File: src/rtl/cookie_harvester_pkg.sv
// Shared types and defaults for the cookie random-bit harvester:
// pair-phase and output-register state encodings plus default parameter values.
package cookie_harvester_pkg;

    typedef enum logic {
        PH_FIRST  = 1'b0,
        PH_SECOND = 1'b1
    } pair_state_t;

    typedef enum logic {
        OUT_EMPTY = 1'b0,
        OUT_FULL  = 1'b1
    } out_state_t;

    localparam int DEF_WIDTH       = 8;
    localparam int DEF_SYNC_STAGES = 2;
    localparam int DEF_RPT_LIMIT   = 32;

endpackage

File: src/rtl/cookie_harvester_if.sv
// Valid/ready word port between the harvester (master) and its consumer (slave).
interface cookie_harvester_if #(
    parameter int WIDTH = cookie_harvester_pkg::DEF_WIDTH
);

    logic [WIDTH-1:0] data_o;
    logic             valid_o;
    logic             ready_i;

    modport master (output data_o, output valid_o, input ready_i);
    modport slave  (input data_o, input valid_o, output ready_i);

endinterface

File: src/rtl/cookie_harvester_vn_debias.sv
// Von Neumann corrector: pairs consecutive consumed samples and emits one
// unbiased bit for each 01/10 pair; 00/11 pairs are thrown away.
module cookie_harvester_vn_debias
    import cookie_harvester_pkg::*;
(
    input  logic clk,
    input  logic rst_n,
    input  logic clr,
    input  logic en,
    input  logic s,
    output logic bit_valid,
    output logic bit_val
);

    pair_state_t r_state;
    pair_state_t w_state_next;
    logic        r_b0;
    logic        w_b0_next;

    always_ff @(posedge clk or negedge rst_n) begin
        if (!rst_n) begin
            r_state <= PH_FIRST;
            r_b0    <= 1'b0;
        end else begin
            r_state <= w_state_next;
            r_b0    <= w_b0_next;
        end
    end

    // Without en the phase snaps back to PH_FIRST, so a half-collected pair is lost.
    always_comb begin
        w_state_next = PH_FIRST;
        w_b0_next    = r_b0;
        bit_valid    = 1'b0;
        bit_val      = r_b0;
        if (clr) begin
            w_state_next = PH_FIRST;
            w_b0_next    = 1'b0;
        end else if (en) begin
            case (r_state)
                PH_FIRST: begin
                    w_b0_next    = s;
                    w_state_next = PH_SECOND;
                end
                PH_SECOND: begin
                    w_state_next = PH_FIRST;
                    bit_valid    = (s != r_b0);
                end
                default: w_state_next = PH_FIRST;
            endcase
        end
    end

endmodule

File: src/rtl/cookie_harvester.sv
// Harvests the raw cookie bit stream: synchroniser, repetition-count health test,
// von Neumann debias, LSB-first word packing and a single-entry valid/ready output.
module cookie_harvester
    import cookie_harvester_pkg::*;
#(
    parameter int WIDTH       = DEF_WIDTH,
    parameter int SYNC_STAGES = DEF_SYNC_STAGES,
    parameter int RPT_LIMIT   = DEF_RPT_LIMIT
) (
    input  logic               clk,
    input  logic               rst_n,
    input  logic               en,
    input  logic               rbit,
    input  logic               clr,
    cookie_harvester_if.master out_if,
    output logic               overrun_o,
    output logic               health_fail_o
);

    localparam int RPT_W = $clog2(RPT_LIMIT + 1);
    localparam int CNT_W = (WIDTH > 1) ? $clog2(WIDTH) : 1;

    logic w_s;

    generate
        if (SYNC_STAGES == 0) begin : g_nosync
            assign w_s = rbit;
        end else begin : g_sync
            logic [SYNC_STAGES-1:0] r_sync;
            // Free-running: shifts every cycle and ignores en and clr.
            always_ff @(posedge clk or negedge rst_n) begin
                if (!rst_n) begin
                    r_sync <= '0;
                end else begin
                    r_sync[0] <= rbit;
                    for (int i = 1; i < SYNC_STAGES; i++) begin
                        r_sync[i] <= r_sync[i-1];
                    end
                end
            end
            assign w_s = r_sync[SYNC_STAGES-1];
        end
    endgenerate

    logic [RPT_W-1:0] r_rpt;
    logic [RPT_W-1:0] w_rpt_next;
    logic             r_last_s;
    logic             r_seen;
    logic             r_health_fail;

    always_comb begin
        w_rpt_next = r_rpt;
        if (en) begin
            if (!r_seen || (w_s != r_last_s)) begin
                w_rpt_next = RPT_W'(1);
            end else if (r_rpt != RPT_W'(RPT_LIMIT)) begin
                w_rpt_next = r_rpt + RPT_W'(1);
            end
        end
    end

    always_ff @(posedge clk or negedge rst_n) begin
        if (!rst_n) begin
            r_rpt         <= '0;
            r_last_s      <= 1'b0;
            r_seen        <= 1'b0;
            r_health_fail <= 1'b0;
        end else if (clr) begin
            r_rpt         <= '0;
            r_last_s      <= 1'b0;
            r_seen        <= 1'b0;
            r_health_fail <= 1'b0;
        end else if (en) begin
            r_rpt    <= w_rpt_next;
            r_last_s <= w_s;
            r_seen   <= 1'b1;
            if (w_rpt_next == RPT_W'(RPT_LIMIT)) begin
                r_health_fail <= 1'b1;
            end
        end
    end

    logic w_bit_valid;
    logic w_bit_val;

    cookie_harvester_vn_debias u_debias (
        .clk       (clk),
        .rst_n     (rst_n),
        .clr       (clr),
        .en        (en),
        .s         (w_s),
        .bit_valid (w_bit_valid),
        .bit_val   (w_bit_val)
    );

    logic [WIDTH-1:0] r_shift;
    logic [WIDTH-1:0] w_word;
    logic [CNT_W-1:0] r_cnt;
    logic             w_emit;
    logic             w_last;
    logic             w_complete;

    // A failed source freezes the packer so no word can complete until clr.
    assign w_emit     = w_bit_valid & ~r_health_fail;
    assign w_last     = (r_cnt == CNT_W'(WIDTH - 1));
    assign w_complete = w_emit & w_last;

    always_comb begin
        w_word        = r_shift;
        w_word[r_cnt] = w_bit_val;
    end

    always_ff @(posedge clk or negedge rst_n) begin
        if (!rst_n) begin
            r_shift <= '0;
            r_cnt   <= '0;
        end else if (clr) begin
            r_shift <= '0;
            r_cnt   <= '0;
        end else if (w_emit) begin
            r_shift <= w_word;
            r_cnt   <= w_last ? '0 : r_cnt + CNT_W'(1);
        end
    end

    out_state_t       r_out_state;
    out_state_t       w_out_next;
    logic [WIDTH-1:0] r_data;
    logic             r_overrun;
    logic             w_load;
    logic             w_drop;
    logic             w_accept;

    // An accept in the completion cycle frees the slot, so the new word loads with no bubble.
    always_comb begin
        w_out_next = r_out_state;
        w_load     = 1'b0;
        w_drop     = 1'b0;
        w_accept   = (r_out_state == OUT_FULL) && out_if.ready_i;
        if (w_complete) begin
            if ((r_out_state == OUT_EMPTY) || out_if.ready_i) begin
                w_load     = 1'b1;
                w_out_next = OUT_FULL;
            end else begin
                w_drop = 1'b1;
            end
        end else if (w_accept) begin
            w_out_next = OUT_EMPTY;
        end
    end

    always_ff @(posedge clk or negedge rst_n) begin
        if (!rst_n) begin
            r_out_state <= OUT_EMPTY;
            r_overrun   <= 1'b0;
        end else if (clr) begin
            r_out_state <= OUT_EMPTY;
            r_overrun   <= 1'b0;
        end else begin
            r_out_state <= w_out_next;
            if (w_drop) begin
                r_overrun <= 1'b1;
            end
        end
    end

    // clr leaves the last word visible on data_o; only reset wipes it.
    always_ff @(posedge clk or negedge rst_n) begin
        if (!rst_n) begin
            r_data <= '0;
        end else if (!clr && w_load) begin
            r_data <= w_word;
        end
    end

    assign out_if.data_o  = r_data;
    assign out_if.valid_o = (r_out_state == OUT_FULL);
    assign overrun_o      = r_overrun;
    assign health_fail_o  = r_health_fail;

endmodule
File: src/flat_wrapper.sv
// flat-port wrapper written by rule: the top's interface ports become plain ports
module cookie_harvester_flat import cookie_harvester_pkg::*;
#(
    parameter int WIDTH       = DEF_WIDTH,
    parameter int SYNC_STAGES = DEF_SYNC_STAGES,
    parameter int RPT_LIMIT   = DEF_RPT_LIMIT
)
  (clk, rst_n, en, rbit, clr, overrun_o, health_fail_o, out_if_data_o, out_if_valid_o, out_if_ready_i);
  cookie_harvester_if #(.WIDTH(WIDTH)) out_if_i ();
  input  logic clk;
  input  logic rst_n;
  input  logic en;
  input  logic rbit;
  input  logic clr;
  output logic overrun_o;
  output logic health_fail_o;
  output wire logic [$bits(out_if_i.data_o)-1:0] out_if_data_o;
  output wire logic [$bits(out_if_i.valid_o)-1:0] out_if_valid_o;
  input wire logic [$bits(out_if_i.ready_i)-1:0] out_if_ready_i;
  assign out_if_data_o = out_if_i.data_o;
  assign out_if_valid_o = out_if_i.valid_o;
  assign out_if_i.ready_i = out_if_ready_i;
  cookie_harvester #(.WIDTH(WIDTH), .SYNC_STAGES(SYNC_STAGES), .RPT_LIMIT(RPT_LIMIT)) u_core (.clk(clk), .rst_n(rst_n), .en(en), .rbit(rbit), .clr(clr), .out_if(out_if_i), .overrun_o(overrun_o), .health_fail_o(health_fail_o));
endmodule
File: config.mk
export PLATFORM = sky130hd
export DESIGN_NAME = cookie_harvester_flat
export DESIGN_NICKNAME = d
export VERILOG_FILES = /design/src/rtl/cookie_harvester_pkg.sv /design/src/rtl/cookie_harvester_if.sv /design/src/rtl/cookie_harvester_vn_debias.sv /design/src/rtl/cookie_harvester.sv /design/src/flat_wrapper.sv
export SDC_FILE = /design/constraint.sdc
export NUM_CORES = 1
export LEC_CHECK = 0
export BUFFER_PORTS_ARGS = -buffer_cell sky130_fd_sc_hd__buf_2
export CORE_ASPECT_RATIO = 0.5
export CORE_MARGIN = 4
export CORE_UTILIZATION = 40
export CTS_CLUSTER_SIZE = 20
export DETAILED_ROUTE_END_ITERATION = 7
export RECOVER_POWER = 25
export SYNTH_ARGS = -nofsm -noshare
export SYNTH_HDL_FRONTEND = slang
export SYNTH_HIERARCHICAL = 1
export SYNTH_SLANG_ARGS = --single-unit
File: constraint.sdc
create_clock -name clk -period 5.5 [get_ports clk]
set_clock_uncertainty 0.1 [all_clocks]
set_input_delay 1.1 -clock clk [delete_from_list [all_inputs] [get_ports clk]]
set_output_delay 1.1 -clock clk [all_outputs]
set_load 0.03 [all_outputs]
Word level (Yosys, flattened, before mapping)
Index checks and enable logic that the tools add are counted.
{"block": "op_classes", "addsub": 2, "order_cmp": 2, "eq_ne": 7, "n_mux": 39, "bitwise_logic": 5, "n_reduce_logical": 15}
{"operator": "$mux W6", "count": 5}
{"operator": "$mux W1", "count": 26}
{"operator": "$mux W8", "count": 2}
{"operator": "$mux W3", "count": 3}
{"operator": "$bwmux W8", "count": 1}
{"operator": "$reduce_bool A2 Y1", "count": 4}
{"operator": "$add A6 B1 Y6 const B", "count": 1}
{"operator": "$eq A6 B6 Y1 const B", "count": 1}
{"operator": "$ne A6 B6 Y1 const B", "count": 1}
{"operator": "$reduce_and A2 Y1", "count": 3}
{"operator": "$lt A3 B4 Y1 const B", "count": 1}
{"operator": "$add A3 B1 Y3 const B", "count": 1}
{"operator": "$demux W1 S3", "count": 1}
{"operator": "$eq A3 B3 Y1 const B", "count": 1}
{"operator": "$ge A3 B1 Y1 const B", "count": 1}
{"operator": "$logic_and A1 B1 Y1", "count": 3}
{"operator": "$ne A3 B3 Y1 const B", "count": 1}
{"operator": "$not A1 Y1", "count": 3}
{"operator": "$reduce_bool A3 Y1", "count": 1}
{"operator": "$and A1 B1 Y1", "count": 2}
{"operator": "$logic_not A1 Y1", "count": 2}
{"operator": "$logic_or A1 B1 Y1", "count": 2}
{"operator": "$ne A1 B1 Y1", "count": 2}
{"operator": "$ne A2 B2 Y1 const B", "count": 1}
{"operator": "$pmux W1 S2", "count": 1}
{"block": "word_totals", "reg_bits": 34, "out_inout_bits": 11, "word_cells": 82}

Longest topological paths before layout
{"block": "logic_depth", "ltp_word": 9, "ltp_mapped": 9, "ltp_nobuf": 7}

Cells and area by module
The synthesis kept the hierarchy.
{"module": "cookie_harvester", "instances": 1, "cells_each": 172, "area_per_inst_um2": 1662.8, "seq_area_each_um2": 800.8}
{"module": "cookie_harvester_vn_debias", "instances": 1, "cells_each": 9, "area_per_inst_um2": 105.1, "seq_area_each_um2": 50.0}

Least setup slack after synthesis
No wires, ideal clock.
{"block": "synth_timing", "kind": "input-to-reg", "start": "in clr", "end": "reg u_core.r_data[5] (netlist: u_core/out_if.data_o[5])", "arrival_time_ns": 2.274, "required_time_ns": 5.323, "slack_ns": 3.049, "cell_stages": 8, "path_buffers": 2, "path_cell_list": "and4b_1 > nor2b_1 > clkbuf_2 > nand2_1 > nor3_4 > buf_6 > nor2_1 > a21oi_1"}
{"block": "synth_via", "elab_chain_cells": 5}
{"element": "start: declaration", "line_no": "flat_wrapper.sv:14", "text": "input logic clr;"}
{"element": "$mux W1", "line_no": "cookie_harvester_vn_debias.sv:36", "text": "if (clr) begin"}
{"element": "$and A1 B1 Y1", "line_no": "cookie_harvester.sv:104", "text": "assign w_emit = w_bit_valid & ~r_health_fail;"}
{"element": "$and A1 B1 Y1", "line_no": "cookie_harvester.sv:106", "text": "assign w_complete = w_emit & w_last;"}
{"element": "$mux W1", "line_no": "cookie_harvester.sv:140", "text": "if (w_complete) begin"}
{"element": "$logic_and A1 B1 Y1 (*)", "line_no": "cookie_harvester.sv:171", "text": "end else if (!clr && w_load) begin"}
{"element": "end signal: assignment", "line_no": "cookie_harvester.sv:172", "text": "r_data <= w_word;"}
{"element": "end: declaration", "line_no": "cookie_harvester.sv:128", "text": "logic [WIDTH-1:0] r_data;"}
Every way passes the cells marked *; elsewhere a longest branch is shown, timed or not.
A chain may end at the register's enable or synchronous reset.

Final worst setup path
{"block": "layout_timing", "start": "in clr", "end": "reg u_core.r_data[2] (netlist: u_core/out_if.data_o[2])"}
{"block": "layout_via", "elab_chain_cells": 5}
{"element": "$mux W1", "line_no": "cookie_harvester_vn_debias.sv:36"}
{"element": "via u_core.w_bit_valid", "line_no": "cookie_harvester.sv:83", "text": "logic w_bit_valid;"}
{"element": "$and A1 B1 Y1", "line_no": "cookie_harvester.sv:104"}
{"element": "$and A1 B1 Y1", "line_no": "cookie_harvester.sv:106"}
{"element": "$mux W1", "line_no": "cookie_harvester.sv:140"}
{"element": "$logic_and A1 B1 Y1", "line_no": "cookie_harvester.sv:171"}
The timed path passes the listed nets, and every way through them passes these cells.

==> reports/qor.json <==
{
  "root_buffer": {"value": "sky130_fd_sc_hd__clkbuf_8"},
  "finalSetupTns": {"value": 0, "unit": "ns"},
  "antenna_found_initial": {"value": 0},
  "layout.cells.most_common": {"value": "sky130_fd_sc_hd__dfrtp_1"},
  "cellLeakagePower": {"value": 0.000926, "unit": "uW"},
  "netlist_area_before_placement": {"value": 1770, "unit": "um^2"},
  "area_growth": {"value": 10.7, "unit": "%"},
  "timing.critical_path.from_type": {"value": "input port"},
  "postCtsHoldBufs": {"value": 0},
  "core_area": {"value": 4080, "unit": "um^2"},
  "detail_route.wl_per_cell": {"value": 13.1, "unit": "um"},
  "routed_wl": {"value": 3270, "unit": "um"},
  "clock_tree.buffer_depth": {"value": 2},
  "effective_utilization_at_floorplan": {"value": 43.3, "unit": "%"},
  "critPathMaxFanout": {"value": 28},
  "fin_hold_ws": {"value": 0.253, "unit": "ns"},
  "yosys_warnings": {"value": 6},
  "cts_tree": {"value": "yes"},
  "yosys_most_used_dff": {"value": "sky130_fd_sc_hd__dfrtp_1"},
  "worst_setup_path_end_kind": {"value": "register"},
  "finalSetupViolCount": {"value": 0},
  "worstPathRequired": {"value": 5.62, "unit": "ns"},
  "htree_levels": {"value": 2},
  "clk_latency": {"value": 0.29, "unit": "ns"},
  "io_pins": {"value": 17},
  "synth_enable_flop_cells": {"value": 0},
  "final_min_period_over_clock_period": {"value": 55.1, "unit": "%"},
  "cts_num_sinks": {"value": 34},
  "pin_count_of_the_biggest_net_entering_global_routing": {"value": 35},
  "drt-initial-drc-count": {"value": 35},
  "timing.max_slew.rel_slack": {"value": -19.1, "unit": "%"},
  "worstMarginPinSlew": {"value": 1.79, "unit": "ns"},
  "mean_area_per_synthesized_cell": {"value": 9.77, "unit": "um^2"},
  "postSynth.asyncResetShare": {"value": 100, "unit": "%"},
  "port_buffers": {"value": 16},
  "arrival_time_reported_for_the_critical_path_endpoint": {"value": 3.15, "unit": "ns"},
  "dpl_cell_area": {"value": 1870, "unit": "um^2"},
  "core.rowCount": {"value": 16},
  "most_frequent_cells_in_the_layout": {"value": "34 x sky130_fd_sc_hd__dfrtp_1, 29 x sky130_fd_sc_hd__nor2_1, 17 x sky130_fd_sc_hd__a21oi_1, 15 x sky130_fd_sc_hd__nand2_1"},
  "synth.ff_latch_count": {"value": 34},
  "route.detailed.vias_per_inst": {"value": 5.09},
  "first_pass_grt_wire_length": {"value": 5560, "unit": "um"},
  "min-delay-path-class": {"value": "register to register"},
  "placer_congestion_estimate": {"value": 0.784},
  "track_usage": {"value": 13.4, "unit": "%"},
  "setup.reg_to_reg.worst_slack": {"value": 3.15, "unit": "ns"},
  "final_design_area_no_fill": {"value": 1960, "unit": "um^2"},
  "cellPowerDensity": {"value": 244, "unit": "nW/um^2"},
  "timing.final.crit_period": {"value": 3.03, "unit": "ns"},
  "post_cts_resize_count": {"value": 0},
  "grt_overflow": {"value": 0},
  "failed_checks": {"value": "capacitance limit, slew limit"},
  "ys_types": {"value": 41},
  "share_of_the_yosys_chip_area_belonging_to_registers": {"value": 48.1, "unit": "%"},
  "delay_of_the_slowest_critical_path_stage": {"value": 0.47, "unit": "ns"},
  "drt_drc_violations_left": {"value": 0},
  "drive_gt1_share": {"value": 14.8, "unit": "%"},
  "post_cts.repair.setup_buffers": {"value": 0},
  "timing_hold_violations_final": {"value": 0},
  "die_area": {"value": 5610, "unit": "um^2"},
  "antenna_cells": {"value": 0},
  "path_cells": {"value": "clkbuf_1 > and4b_1 > nor2b_1 > buf_4 > nand2_1 > nor3_4 > nor2_1 > a21oi_1"},
  "router_iterations_before_antenna_repair": {"value": 4},
  "ir_drop": {"value": 0.0873, "unit": "mV"},
  "status": {"value": "finished with violations"},
  "synth.net_count": {"value": 191},
  "cpMaxStageDelayCell": {"value": "sky130_fd_sc_hd__nor3_4"},
  "rsz_0062_raised_after_global_routing": {"value": "no"},
  "final-max-slew-violation-count": {"value": 35},
  "fp.dieH": {"value": 55.0, "unit": "um"},
  "syn_inst_count": {"value": 181},
  "max_freq": {"value": 330, "unit": "MHz"},
  "crit_type": {"value": "input port to register"},
  "grt_pass1_vias": {"value": 1231},
  "dp_hpwl": {"value": 2230, "unit": "um"},
  "maxCapViolations": {"value": 1},
  "antenna_left": {"value": 0},
  "die_w": {"value": 102, "unit": "um"},
  "cts_made_buffers": {"value": 5},
  "vias": {"value": 1272},
  "clk_pin_slew": {"value": 0.07, "unit": "ns"},
  "finish.net_count": {"value": 205}
}
-- critical path, delay by kind of cell --
kind	cells	cell delay, ns
AOI/OAI and AO/OA	1	0.14
buffers and inverters	2	0.67
and+or+nand+nor	5	1.22
-- metal layers --
layer	track usage, %	up-vias	routed length [um]
met5	0	-	0
met4	7.84	0	72
li1	-	653	-
met2	21.5	16	1430
met3	4.38	8	139
met1	16.1	595	1630
-- Yosys cell counts, types with 2 or more instances --
cell type,number,area (um^2)
sky130_fd_sc_hd__a211oi_1,3,22.5
sky130_fd_sc_hd__a21oi_1,17,85.1
sky130_fd_sc_hd__a22oi_1,2,15.0
sky130_fd_sc_hd__and3_4,2,22.5
sky130_fd_sc_hd__buf_6,2,22.5
sky130_fd_sc_hd__clkbuf_1,6,22.5
sky130_fd_sc_hd__dfrtp_1,34,851
sky130_fd_sc_hd__ha_1,4,50.1
sky130_fd_sc_hd__inv_1,5,18.8
sky130_fd_sc_hd__mux2i_1,14,140
sky130_fd_sc_hd__nand2_1,15,56.3
sky130_fd_sc_hd__nand3_1,6,30.0
sky130_fd_sc_hd__nand4_1,2,12.5
sky130_fd_sc_hd__nor2_1,29,109
sky130_fd_sc_hd__nor2b_1,7,43.8
sky130_fd_sc_hd__nor3_1,3,15.0
sky130_fd_sc_hd__o21ai_0,2,10.0
sky130_fd_sc_hd__xnor2_1,2,17.5
sky130_fd_sc_hd__xor2_1,4,35.0
-- power by group --
group / internal (uW) / switching (uW)
sequential: 254 / 5.28
combinational: 9.71 / 17.9
clock: 101 / 90.6
total: 364 / 114
-- kinds of logic after synthesis --
group / synth area share, %
AND/OR/NAND/NOR: 23.1
flip-flops: 48.1
AO/OA/AOI/OAI: 10.8
buffers and inverters: 4.17
multiplexers: 7.93
XOR/XNOR: 2.97
adder cells (fa/ha/maj): 2.83
-- per-stage QoR --
step | utilization, % | setup slack [ns] | total power (uW) | cells
after detailed placement | 45.7 | 2.46 | 292 | 242
final | 47.9 | 2.47 | 478 | 250
after floorplan | - | 3.05 | 280 | 181
after global placement | 45.7 | 2.51 | 292 | 242
after CTS | 48.0 | 2.76 | 485 | 250
after global routing | 47.9 | 2.22 | 499 | 250
-- sequential cells by signal, summed over array words and instances (netlist names) --
signal	flops
u_core/out_if.valid_o	1
u_core/health_fail_o	1
u_core/r_shift	8
u_core/r_cnt	3
u_core/r_seen	1
u_core/r_last_s	1
u_core/g_sync.r_sync	2
u_core/u_debias/bit_val	1
u_core/u_debias/r_state	1
u_core/out_if.data_o	8
u_core/r_rpt	6
u_core/overrun_o	1
-- final timing paths --
path	from	to	cells past startpoint
max in group asynchronous	rst_n	u_core/out_if.valid_o	1
min	u_core/g_sync.r_sync[0]	u_core/g_sync.r_sync[1]	0
max	clr	u_core/out_if.data_o[2]	8
min reg2reg	u_core/g_sync.r_sync[0]	u_core/g_sync.r_sync[1]	0
max reg2reg	u_core/u_debias/bit_val	u_core/out_if.data_o[2]	8
min in group asynchronous	rst_n	u_core/r_rpt[3]	1
-- area by class of cell --
type                    count  area [um^2]
repair buffers             17         85.1
clock inverters             1         5.00
clock buffers               7         86.3
fillers                   384         2130
flip-flops and latches     34          851
multi-input cells         132          843
inverters                   5         18.8
well taps                  54         67.6
No activity file was read; power rests on OpenSTA's default activity.
